## src/rtl/seven_seg_encoder_if.sv

```systemverilog
// Pin bundle between the timer counters and the HEX display back-end.
// The master drives the counts and mode; the slave returns the registered segment patterns.
interface seven_seg_encoder_if;
  logic [7:0] LSBBinary;
  logic [7:0] MSBBinary;
  logic       ModeSel;
  logic       disp_end;
  logic [6:0] HexMSBH;
  logic [6:0] HexMSBL;
  logic [6:0] HexLSBH;
  logic [6:0] HexLSBL;

  modport master (
    output LSBBinary, MSBBinary, ModeSel, disp_end,
    input  HexMSBH, HexMSBL, HexLSBH, HexLSBL
  );

  modport slave (
    input  LSBBinary, MSBBinary, ModeSel, disp_end,
    output HexMSBH, HexMSBL, HexLSBH, HexLSBL
  );
endinterface

```

## src/rtl/seven_seg_encoder.sv

```systemverilog
// Converts two 8-bit counts into four registered active-low 7-segment patterns (a = bit0).
// Counts above 99 saturate to 99; countdown mode can replace the digits with " End".
module seven_seg_encoder (
  input logic                Clock,
  input logic                Reset,
  seven_seg_encoder_if.slave bus
);

  localparam logic [6:0] SegBlank = 7'b1111111;
  localparam logic [6:0] SegE     = 7'b0000110;
  localparam logic [6:0] SegN     = 7'b0101011;
  localparam logic [6:0] SegD     = 7'b0100001;

  function automatic logic [6:0] seg_encode(input logic [3:0] digit);
    logic [6:0] seg;
    unique case (digit)
      4'd0:    seg = 7'b1000000;
      4'd1:    seg = 7'b1111001;
      4'd2:    seg = 7'b0100100;
      4'd3:    seg = 7'b0110000;
      4'd4:    seg = 7'b0011001;
      4'd5:    seg = 7'b0010010;
      4'd6:    seg = 7'b0000010;
      4'd7:    seg = 7'b1111000;
      4'd8:    seg = 7'b0000000;
      4'd9:    seg = 7'b0010000;
      default: seg = SegBlank;
    endcase
    return seg;
  endfunction

  // Saturate to 99, then double-dabble into {tens, units}.
  function automatic logic [7:0] to_bcd(input logic [7:0] value);
    logic [6:0]  sat;
    logic [14:0] sr;
    sat = (value > 8'd99) ? 7'd99 : value[6:0];
    sr  = {8'd0, sat};
    for (int i = 0; i < 7; i++) begin
      if (sr[10:7] >= 4'd5) sr[10:7] = sr[10:7] + 4'd3;
      if (sr[14:11] >= 4'd5) sr[14:11] = sr[14:11] + 4'd3;
      sr = sr << 1;
    end
    return sr[14:7];
  endfunction

  logic [7:0] msb_bcd;
  logic [7:0] lsb_bcd;
  logic       show_end;

  logic [6:0] msbh_d, msbl_d, lsbh_d, lsbl_d;
  logic [6:0] msbh_q, msbl_q, lsbh_q, lsbl_q;

  always_comb begin
    msb_bcd  = to_bcd(bus.MSBBinary);
    lsb_bcd  = to_bcd(bus.LSBBinary);
    show_end = bus.ModeSel & bus.disp_end;

    msbh_d = seg_encode(msb_bcd[7:4]);
    msbl_d = seg_encode(msb_bcd[3:0]);
    lsbh_d = seg_encode(lsb_bcd[7:4]);
    lsbl_d = seg_encode(lsb_bcd[3:0]);

    if (show_end) begin
      msbh_d = SegBlank;
      msbl_d = SegE;
      lsbh_d = SegN;
      lsbl_d = SegD;
    end
  end

  always_ff @(posedge Clock) begin
    if (Reset) begin
      msbh_q <= SegBlank;
      msbl_q <= SegBlank;
      lsbh_q <= SegBlank;
      lsbl_q <= SegBlank;
    end else begin
      msbh_q <= msbh_d;
      msbl_q <= msbl_d;
      lsbh_q <= lsbh_d;
      lsbl_q <= lsbl_d;
    end
  end

  assign bus.HexMSBH = msbh_q;
  assign bus.HexMSBL = msbl_q;
  assign bus.HexLSBH = lsbh_q;
  assign bus.HexLSBL = lsbl_q;

endmodule

```

## src/flat_wrapper.sv

```systemverilog
// flat-port wrapper written by rule: the top's interface ports become plain ports
module seven_seg_encoder_flat 
  (Clock, Reset, bus_LSBBinary, bus_MSBBinary, bus_ModeSel, bus_disp_end, bus_HexMSBH, bus_HexMSBL, bus_HexLSBH, bus_HexLSBL);
  seven_seg_encoder_if bus_i ();
  input logic Clock;
  input logic Reset;
  input wire logic [$bits(bus_i.LSBBinary)-1:0] bus_LSBBinary;
  input wire logic [$bits(bus_i.MSBBinary)-1:0] bus_MSBBinary;
  input wire logic [$bits(bus_i.ModeSel)-1:0] bus_ModeSel;
  input wire logic [$bits(bus_i.disp_end)-1:0] bus_disp_end;
  output wire logic [$bits(bus_i.HexMSBH)-1:0] bus_HexMSBH;
  output wire logic [$bits(bus_i.HexMSBL)-1:0] bus_HexMSBL;
  output wire logic [$bits(bus_i.HexLSBH)-1:0] bus_HexLSBH;
  output wire logic [$bits(bus_i.HexLSBL)-1:0] bus_HexLSBL;
  assign bus_i.LSBBinary = bus_LSBBinary;
  assign bus_i.MSBBinary = bus_MSBBinary;
  assign bus_i.ModeSel = bus_ModeSel;
  assign bus_i.disp_end = bus_disp_end;
  assign bus_HexMSBH = bus_i.HexMSBH;
  assign bus_HexMSBL = bus_i.HexMSBL;
  assign bus_HexLSBH = bus_i.HexLSBH;
  assign bus_HexLSBL = bus_i.HexLSBL;
  seven_seg_encoder u_core (.Clock(Clock), .Reset(Reset), .bus(bus_i));
endmodule
```

## config.mk

```make
export PLATFORM = sky130hd
export DESIGN_NAME = seven_seg_encoder_flat
export DESIGN_NICKNAME = d
export VERILOG_FILES = /design/src/rtl/seven_seg_encoder_if.sv /design/src/rtl/seven_seg_encoder.sv /design/src/flat_wrapper.sv
export SDC_FILE = /design/constraint.sdc
export NUM_CORES = 1
export LEC_CHECK = 0
export CAP_MARGIN = 30
export CELL_PAD_IN_SITES_DETAIL_PLACEMENT = 0
export CELL_PAD_IN_SITES_GLOBAL_PLACEMENT = 1
export CORE_ASPECT_RATIO = 0.9
export CORE_MARGIN = 2
export CORE_UTILIZATION = 40
export DETAILED_ROUTE_END_ITERATION = 10
export PLACE_DENSITY = 0.91
export SLEW_MARGIN = 20
export SYNTH_ARGS = -nofsm -noshare
export SYNTH_HDL_FRONTEND = slang
export SYNTH_SLANG_ARGS = --single-unit
```

## constraint.sdc

```tcl
create_clock -name Clock -period 6.6 [get_ports Clock]
set_input_delay 1.32 -clock Clock [delete_from_list [all_inputs] [get_ports Clock]]
set_output_delay 1.32 -clock Clock [all_outputs]
set_load 0.005 [all_outputs]
```

==> results.txt, run 1 <==
In this run, the number of DRC markers left after iteration 0 of detailed routing was 226. The minimum period implied by the final worst setup slack is 6.188 ns. After synthesis the netlist holds a flip-flop and latch count of 28.

Together, buffers and inverters on the worst path number 6. TritonCTS built the clock tree. The worst ir drop on vdd is 0.1532 mV, and the ratio of total power to cell area is 298.1 nW/um2.

Buffers inserted to repair hold after CTS numbered 0. The post-route standard cell area excluding fillers came out at 3714 um2. During I/O placement, the number of pins put on the boundary was 48. Average wire per standard cell: 13.67 um. The run gives 41.73% as the initial standard-cell utilization of the core.

In this run the worst hold path is classified as in -> reg. The final net count is 493. The worst-path cell with the longest stage delay was clkdlybuf4s50_1. The longest clock path from root to sink contains 2 buffers. The tools report the via count of the first global-routing pass as 2,580. The number of distinct standard cells referenced by the synthesized netlist is 73. The number of flops mapped to enable cells by yosys is 0. The library cell used most frequently in the layout, excluding fill and tap cells, is clkdlybuf4s50_1.

The clock edge transition at the registers on the reported setup and hold paths was 0.10 ns. The run gives 0 as the number of synthesis warnings. In this design, the stage delay of the slowest critical-path cell is 0.41 ns. The core footprint is 7112 um2. The post-place instance area is 3612 um2, and the portion of total power attributed to sequential cells is 21.8%.

The congestion estimate from routability-driven global placement came to 0.8340. The fraction of final layout cells sized beyond drive strength 1 was 11.11%; the number of inserted diodes was 0. For this run, the top clock speed supported by timing is 0.1616 GHz. The count of nets left with antenna violations once routing finished came out at 0. In the layout the commonest cells are clkdlybuf4s50_1 (47), nor2_1 (44), nand2_1 (31), ha_1 (31).

The tools report the overall power consumption as 1107 uW. Prior to clock tree synthesis, the placed netlist has a worst setup slack of -0.08803 ns. The number of detailed-routing iterations run before antenna repair came out at 4. The tools report the instance count of the mapped netlist as 386. The worst setup path is launched from an input port. After detailed routing, no signal wire sits above met4. After detailed routing, the wire length on met1 is 3730 um.

The number of antenna violations at the first check in global routing is 0. The die width came out at 94.80 um. The signed area change from the synthesized netlist to the final layout works out to 25.13%. The run gives 12.1% as the power share of the clock group. STA classifies the critical path endpoint as a flop.

The final routed wirelength across all metal layers is 7299 um. The run gives 0 as the final count of hold timing violations. The part of the total power dissipated in combinational logic came out at 66.0%. The tools report the count of H-tree levels built during CTS as 1. Broken down by cell family, the worst path's largest delay share belongs to compound AO/OA/AOI/OAI gates.

Post-detailed-route via-to-cell ratio: 5.541. The routed wire length on met3 is 362 um. The slew of the pin with the lowest slew margin is 0.6886 ns. Remaining global-route overflow: 0.

Clock root buffer: clkbuf_8. Detailed routing placed a total of 3176 um of wire on met2. The number of maximum-capacitance constraint violations is 0, and the synthesized area per cell is 7.689 um2. For this run, design rule violations remaining after detail routing come to 0. The post-route worst setup slack was 0.4123 ns.

The mapped cell area was 2968 um2. In this run the core area contains 29 standard-cell rows. In this run switching power makes up 40.37% of total power. For this design the total switching power over the nets is 447.0 uW. In the global route stage, overall resource usage came out at 17.65%. The final setup violation count was 0.

Synthesis produced a netlist with a net count of 437. The routed layout has 2,959 vias. Internal power comes to 660.2 uW. Cells fill 52.22% of the core in the end. Of all nets on the critical path, the largest fanout is 10.

The period utilization was 93.75%; the first-pass GRT wire length was 11,940 um. The clock net in this run drives a total of 28 sinks. Data on the critical path is required at its endpoint by 6.79 ns. Of all flip-flops after synthesis, the portion carrying an async set or reset was 0%.

Entering global routing, the biggest net connects 17 pins. The flow ran to the end, and the final reports show no timing, DRC or antenna violations. Main flop type after synthesis: dfxtp_1.

Measured along the y axis, the die boundary spans 85.72 um. The die covers 8125 um2. Data arrives at the worst endpoint at 6.38 ns. For this run, the register share of the synthesized area comes to 18.89%. The sum of net half-perimeters after detailed placement was 5666 um.

Buffers placed on the I/O ports in this run total 47. In this run the tightest slew margin relative to its limit is 52.78%. The run gives 0 as the final count of pins violating max slew.

The critical setup path kind was in -> reg. For this design the static power due to leakage is 0.001566 uW. The cell seen most often among critical-path stages was ha_1. The TritonCTS buffer count was 3.
## power groups by stage
stage / registers (uW) / clock network [uW] / logic, uW
6_report: 242 / 134 / 731
3_5_place_dp: 244 / 0 / 716
5_1_grt: 246 / 143 / 813
3_3_place_gp: 247 / 0 / 710
2_1_floorplan: 250 / 0 / 475
4_1_cts: 242 / 139 / 722
## cell usage after synthesis (6+ instances only)
cell type	count	area (um2)
dfxtp_1	28	560.5
nand3_1	9	45.04
o22ai_1	6	37.54
nor2_1	44	165.2
and2_1	7	43.79
mux2i_1	10	100.1
o21a_1	6	45.04
inv_1	22	82.58
xnor2_1	10	87.58
o21ai_0	21	105.1
a21oi_1	29	145.1
nand2_1	31	116.4
nor3_1	12	60.06
ha_1	31	387.9
nand2b_1	6	37.54
a31oi_1	7	43.79
clkbuf_1	8	30.03
## tightest hold or removal path, stage by stage
cell and delay (ns):
clkdlybuf4s50_1 0.42, nand2_1 0.21, a21oi_1 0.11, o41ai_1 0.05
## what timing repair did
action / CTS / global route
setup endpoints to repair: 0 / 9
buffers inserted: 0 / 0
gates resized for setup: 0 / 5
## metrics by stage
step | std cells | TNS, ns | hold WS (ns)
global placement | 530 | -0.09191 | 2.020
CTS | 534 | 0 | 1.878
floorplan | 386 | 0 | 1.453
finish | 534 | 0 | 1.871
detailed placement | 530 | -0.1594 | 2.021
global route | 534 | -0.007985 | 1.905
## routing by layer
| layer | up-vias | track usage, % |
|---|---|---|
| met2 | 71 | 27.53 |
| li1 | 1538 | - |
| met1 | 1346 | 25.98 |
| met5 | - | 0 |
| met4 | 0 | 2.503 |
| met3 | 4 | 3.076 |
## worst paths after layout
| kind | from | to | slack, ns | cells after the start |
|---|---|---|---|---|
| worst max-delay path | bus_LSBBinary[7] | u_core.bus.HexLSBH[6]$_SDFF_PP1_ | 0.41 | 27 |
| worst min-delay path | bus_disp_end | u_core.bus.HexMSBL[5]$_SDFF_PP1_ | 1.87 | 4 |
## state kept, by name (all words and copies together) (netlist names)
signal,count
u_core.bus.HexMSBL,7
u_core.bus.HexMSBH,7
u_core.bus.HexLSBL,7
u_core.bus.HexLSBH,7
## cells by family (layout without fill, tap and decap cells)
logic type,after synthesis,after routing,synth area share [%]
AO/OA/AOI/OAI,134,134,31.92
XOR/XNOR,13,13,5.059
adder cells (fa/ha/maj),31,31,13.07
buffers and inverters,36,91,5.270
flip-flops,28,28,18.89
multiplexers,13,13,4.637
AND/OR/NAND/NOR,131,131,21.16
## area by class of cell
class                      instances  area (um2)
inverter                          23       86.33
clock inverter                     1       30.03
tap                               93       116.4
multi-input combinational        322        2281
timing repair buffer              64       598.1
clock buffer                       3       41.29
fill                             679        3398
sequential                        28       560.5
Note: power is estimated with default switching activity, not from simulation.
==> inputs of run 2 (changes only) <==
--- a/config.mk
+++ b/config.mk
@@ -12,7 +12,7 @@
 export CORE_MARGIN = 2
 export CORE_UTILIZATION = 40
 export DETAILED_ROUTE_END_ITERATION = 10
-export PLACE_DENSITY = 0.91
+export PLACE_DENSITY = 0.8
 export SLEW_MARGIN = 20
 export SYNTH_ARGS = -nofsm -noshare
 export SYNTH_HDL_FRONTEND = slang
==> run 2 against run 1 <==
Highest routed layer unchanged; final cell count grew 0.94%; sequential share of layout area shrank 0.071 points; wire length grew 3.4%; hold slack is essentially flat; cell area grew 0.47%; count of clock-buffer cells in the layout is the same; sequential power is essentially flat; critical path depth shrank 3; setup slack gained 0.074 ns.
==> results.txt, run 2 (synthesis results as in run 1) <==
The internal portion of the total power is 661.3 uW. The worst setup path is launched from an input port. After detailed routing, the number of vias per cell comes to 5.562. The tool flagged a number of max-cap violations equal to 0.

STA puts the critical path data required time at 6.78 ns. The first routing iteration left 113 violations. At the pin with the least slew margin, the transition time is 0.6455 ns. Compared with the post-synthesis result, the final layout area differs by 25.72%. The logs give 21.6% for the portion of total power attributed to sequential cells and 0.1871 mV for the worst ir drop on vdd.

The first-pass GRT wire length was 12,950 um. STA classifies the critical path endpoint as a flop. TritonCTS built the clock tree.

For the final routed database, the setup TNS stands at 0 ns. The final count of hold timing violations was 0; the period utilization was 92.64%. For the sum of net half-perimeters after detailed placement, the log shows 5995 um.

The congestion estimate from routability-driven global placement came to 0.8816. The run finished with clean final reports. Counting along the longest clock path gives a buffer depth of 2. Across every metal layer, demand over resource in global routing totals 19.35%. The die width works out to 94.80 um. The top cell types in the final layout, fill and taps aside, are clkdlybuf4s50_1 (47), nor2_1 (44), nand2_1 (31), ha_1 (31). After global routing the overflow that remains totals 0. Subtracting the final worst setup slack from the clock period gives 6.114 ns.

The post-route netlist has 11.43% of its cells at a drive strength greater than 1. Count of nets left with antenna violations after detail routing: 0. The final setup violation count came out at 0. The worst hold path belongs to the class in -> reg. In this run, the clock network consumes 12.1% of the power. On the final layout, the worst hold slack is 1.870 ns. The analysis attributes to cell leakage a power of 0.001578 uW. The final count of pins violating max slew was 0. Wires add up to 7545 um. The clock root buffer is clkbuf_8.

The repair_antennas step left the layout with diodes totalling 0. The tools report the final net count as 498. Summed over all nets, the switching power comes to 453.5 uW. For this configuration, the core starts out at a cell density of 41.73%. The die height came out at 85.72 um. Entering global routing, the biggest net connects 17 pins. For the floorplan die area, the log shows 8125 um2.

The core footprint is 7112 um2, and the average wire per standard cell is 14.00 um. Setup repair after global routing left no endpoint under its margin. For the number of instances in the placed design, the log shows 535. The tools report the launch point of the critical path as bus_MSBBinary[6].

The number of port buffers works out to 47. In this run the worst setup path terminates at u_core.bus.HexMSBH[0]$_SDFF_PP1_. The run gives 55.73% as the relative slew slack. Of the total power, the share spent switching nets is 40.68%. In this run the power density over the cells is 298.8 nW/um2. The DRC violations left is 0, and the data arrival time at the worst-slack endpoint is 6.29 ns. The finished layout holds 539 standard cells, fillers aside. The clock edge transition at the registers on the reported setup and hold paths is 0.10 ns.

For this design the top-level I/O count stands at 48. The run gives 2,780 as the via count of the first global-routing pass. Number of antenna violations at the first check in global routing: 0. Clock tree synthesis inserted a total of 3 buffers. Across all layers, the routed design uses 2,998 vias.

The critical setup path kind is in -> reg. Combinational cells account for 66.3% of the total power. The logs give 0 for the number of hold-repair buffers added at the cts stage and 0.1636 GHz for the timing-limited maximum frequency. The count of standard-cell rows is 29, and the number of sinks handled by clock tree synthesis is 28.

The number of detailed-routing iterations run before antenna repair is 4. Count of H-tree levels built during CTS: 1. Highest net fanout along the worst path: 9.

Leaving out fill and tap cells, the most frequent cell in the layout is clkdlybuf4s50_1.
[run 2: cell types whose count changed in the layout (fill, tap and decap cells not counted)]
| cell | delta |
|---|---|
| buf_4 | +5 |
| o31ai_1 | +1 |
| o31ai_2 | -1 |
| xnor2_1 | +2 |
| xnor2_2 | -2 |
[run 2: through the flow]
step	util [%]	worst slack [ns]	area, um2	total power (uW)
after global routing	52.46	0.03658	3731	1219
after CTS	52.32	0.3315	3721	1118
final	52.46	0.4860	3731	1115
after detailed placement	51.32	0.05698	3650	975.4
after floorplan	-	0.4976	2968	724.8
after global placement	51.32	0.1879	3650	970.0
[run 2: critical path, stage by stage]
cell,delay [ns]
clkdlybuf4s50_1,0.53
a21oi_2,0.24
nand2_1,0.15
ha_1,0.22
inv_1,0.05
ha_1,0.19
a21oi_1,0.08
a2bb2oi_1,0.16
o2bb2ai_2,0.24
ha_1,0.27
nand2b_1,0.10
a31o_2,0.30
mux2_2,0.36
a21oi_2,0.19
xnor2_1,0.12
inv_1,0.08
ha_1,0.14
inv_1,0.04
ha_1,0.20
a21oi_1,0.28
xnor3_1,0.42
nor2_1,0.30
o21ai_0,0.13
o21a_1,0.19
[run 2: layout make-up]
cell class              count  area [um2]
inverters                  23       86.33
clock inverters             1       30.03
multi-input cells         322        2261
clock buffers               3       41.29
repair buffers             69       635.6
well taps                  93       116.4
fillers                   708        3381
flip-flops and latches     28       560.5
[run 2: power by group through the flow]
stage	Combinational [uW]	Sequential [uW]	Clock, uW
floorplan	475	250	0
global placement	724	246	0
detailed placement	729	246	0
CTS	738	242	138
global route	828	246	144
finish	739	241	134
[run 2: worst min path at each step]
| stage | start | end | slack (ns) | cells past startpoint |
|---|---|---|---|---|
| finish | bus_disp_end | u_core.bus.HexMSBL[5]$_SDFF_PP1_ | 1.87 | 4 |
| global route | bus_disp_end | u_core.bus.HexMSBL[5]$_SDFF_PP1_ | 1.90 | 4 |
| CTS | bus_disp_end | u_core.bus.HexMSBL[5]$_SDFF_PP1_ | 1.86 | 4 |
| detailed placement | u_core.bus.HexMSBL[1]$_SDFF_PP1_ | bus_HexMSBL[1] | 2.02 | 1 |
| global placement | u_core.bus.HexLSBL[5]$_SDFF_PP1_ | bus_HexLSBL[5] | 2.02 | 1 |
| floorplan | Reset | u_core.bus.HexLSBL[4]$_SDFF_PP1_ | 1.45 | 2 |
[run 2: repair_timing]
action                                  CTS  global route
endpoints found under the setup margin    0             4
resized for setup                         0             2
endpoints found under the hold margin     0             0
buffers inserted                          0             0
[run 2: metal layers]
| layer | global-route usage (%) | share of wire, % |
|---|---|---|
| met2 | 29.46 | 42 |
| met1 | 28.93 | 53 |
| met5 | 0 | 0 |
| met4 | 1.976 | 0.25 |
| met3 | 4.130 | 4.9 |
==> inputs of run 3 (changes only) <==
--- a/config.mk
+++ b/config.mk
@@ -5,6 +5,7 @@
 export SDC_FILE = /design/constraint.sdc
 export NUM_CORES = 1
 export LEC_CHECK = 0
+export ABC_AREA = 0
 export CAP_MARGIN = 30
 export CELL_PAD_IN_SITES_DETAIL_PLACEMENT = 0
 export CELL_PAD_IN_SITES_GLOBAL_PLACEMENT = 1
@@ -13,6 +14,7 @@
 export CORE_UTILIZATION = 40
 export DETAILED_ROUTE_END_ITERATION = 10
 export PLACE_DENSITY = 0.8
+export REMOVE_ABC_BUFFERS = 1
 export SLEW_MARGIN = 20
 export SYNTH_ARGS = -nofsm -noshare
 export SYNTH_HDL_FRONTEND = slang
==> run 3 against run 2 <==
Clock power is essentially flat; hold slack got worse by 0.0073 ns; non-clock buffer count decreased by 2; combinational power is essentially flat; wire length shrank 2.4%; global-route usage fell by 1.2 points; maximum frequency increased by 0.31%; sequential share of layout area rose by 0.051 points; largest power group unchanged.
==> results.txt, run 3 (synthesis results as in run 1) <==
In this run the core area contains 29 standard-cell rows. The worst-path cell with the longest stage delay was clkdlybuf4s50_1. The run gives 0 as the final count of hold timing violations.

The library cell used most frequently in the layout, excluding fill and tap cells, is clkdlybuf4s50_1. The worst hold path cell count is 4, and the fraction of final layout cells sized beyond drive strength 1 is 11.04%. The cell family with the largest share of critical-path delay was compound AO/OA/AOI/OAI gates. The number of hold-repair buffers added at the cts stage is 0, and the peak per-stage delay on the critical path is 0.45 ns.

The number of maximum-capacitance constraint violations was 0. For the final setup violation count, the log shows 0. The floorplan step defined a die boundary enclosing 8125 um2.

The final count of pins violating max slew came out at 0. The TritonCTS buffer count came out at 3. The final net count is 496, and the ratio of total power to cell area is 301.3 nW/um2.

TritonCTS built the clock tree. In this run the remaining antenna-violating nets after routing total 0. Derived from the worst setup path, the maximum achievable clock frequency is 0.1641 GHz.

Across the whole layout, storage elements account for 560.5 um2. The initial standard-cell utilization of the core is 41.73%, and the number of antenna violations at the first check in global routing is 0. The run gives 52.29% as the share of the core filled with cells in the final layout. The launch point of the critical path was bus_LSBBinary[7]. The count of H-tree levels built during CTS is 1, and the post-detailed-route via-to-cell ratio is 5.648. The clock passes through at most 2 buffers. After clock tree synthesis, the clock-pin slew on the worst setup and hold paths is 0.10 ns.

The overall via count from detail_route was 3,033. The worst setup path is launched from an input port. In the routed design, unresolved DRC markers number 0. The floorplan step set the die height to 85.72 um. The library cells used most frequently in the layout, excluding fill and tap cells, are clkdlybuf4s50_1 (47), nor2_1 (44), nand2_1 (31), ha_1 (31), a21oi_1 (29). The via count of the first global-routing pass was 2,628.

Buffers placed on the I/O ports in this run total 47. Entering global routing, the biggest net connects 17 pins. For the number of instances in the placed design, the log shows 533. The number of buffers and inverters on the critical path is 6. The placed instances occupy a cell area of 3635 um2. The leakage power is 0.001574 uW, and the sum of net half-perimeters after detailed placement is 5805 um. Global routing used 18.16% of the available tracks.

The finished layout holds 537 standard cells, fillers aside. In this run the worst path has a maximum fanout of 10. Setup repair after global routing left no endpoint under its margin.

Clock root buffer: clkbuf_8. The flow ran to the end, and the final reports show no timing, DRC or antenna violations. At the pin with the least slew margin, the transition time is 0.6736 ns. Period utilization: 92.35%. In this design, the critical path's most frequently occurring cell is ha_1.

In this run the horizontal extent of the chip is 94.80 um. For the worst ir drop on vdd, the log shows 0.2486 mV. STA classifies the critical path endpoint as a flop. The worst path in the final design needs a cycle of 6.095 ns, including I/O delays and setup.

The remaining global-route overflow was 0; the first-iteration detailed-routing DRC count was 250. After filler insertion, the fill cell instance count of the layout stands at 705. In the final routed layout, each cell accounts on average for 13.72 um.

The number of sinks handled by clock tree synthesis was 28; the final routed wirelength across all metal layers was 7367 um. The number of antenna diodes in the final layout is 0. The type of the most critical hold path is in -> reg. The first detailed-routing pass took 4 iterations. The core footprint was 7112 um2; the I/O pin count was 48. The worst slack on hold paths is 1.863 ns, and the final weighted congestion of routability-driven global placement is 0.8648.

The worst setup path is of the in -> reg kind. The worst pin sits at a relative slew slack of 53.81%. Data arrives at the worst endpoint at 6.23 ns.

The multi-input combinational cells in the finished layout cover a total of 2263 um2. Relative to the synthesized area, the layout overhead comes to 25.30%. The startpoint identified for the worst hold timing path is bus_disp_end. The first global-routing pass estimated 12,210 um of wire. Once layout is done, the placed cells without fillers occupy 3719 um2.

The tools report the end point of the most critical hold path as u_core.bus.HexMSBL[5]$_SDFF_PP1_. For the worst setup path, the data required time is 6.73 ns. Setup total negative slack: 0 ns.
run 3: worst max-delay path by stage:
stage,to,slack [ns],cells past startpoint
2_1_floorplan,u_core.bus.HexLSBL[2]$_SDFF_PP1_,0.65,26
3_3_place_gp,u_core.bus.HexMSBH[0]$_SDFF_PP1_,0.04,24
3_5_place_dp,u_core.bus.HexMSBH[0]$_SDFF_PP1_,0.07,24
4_1_cts,u_core.bus.HexMSBH[0]$_SDFF_PP1_,0.33,24
5_1_grt,u_core.bus.HexLSBL[1]$_SDFF_PP1_,0.02,27
6_report,u_core.bus.HexLSBH[1]$_SDFF_PP1_,0.51,26
run 3: worst min-delay path, cell delays in order:
cell and delay (ns):
clkdlybuf4s50_1 0.41, nand2_1 0.22, a21oi_1 0.10, o41ai_1 0.06
run 3: what timing repair did:
action | CTS | global route
resized for setup | 0 | 2
setup endpoints to repair | 0 | 7
buffers inserted | 0 | 0
run 3: per-layer routing:
layer  track usage, %  vias to the layer above  routed length, um
met3            3.866                        7                458
met5                0                        -                  0
met4            2.767                        0                 40
li1                 -                     1547                  -
met1            27.16                     1378               3840
met2            27.21                      101               3027
run 3: power by group:
part           switching, uW  internal, uW
registers               16.5           224
logic                    381           361
clock network           55.5          81.3
total                    453           667
run 3: area by class of cell:
class | instances | share of cell area (%)
multi-input cells | 322 | 60.87
repair buffers | 67 | 16.69
flip-flops and latches | 28 | 15.07
well taps | 93 | 3.129
inverters | 23 | 2.322
clock buffers | 3 | 1.110
clock inverters | 1 | 0.8075
run 3: stage by stage:
step / total power (uW) / setup slack [ns]
2_1_floorplan: 712.5 / 0.6543
3_3_place_gp: 974.5 / 0.03897
3_5_place_dp: 976.5 / 0.06725
4_1_cts: 1118 / 0.3346
5_1_grt: 1220 / 0.01880
6_report: 1120 / 0.5052
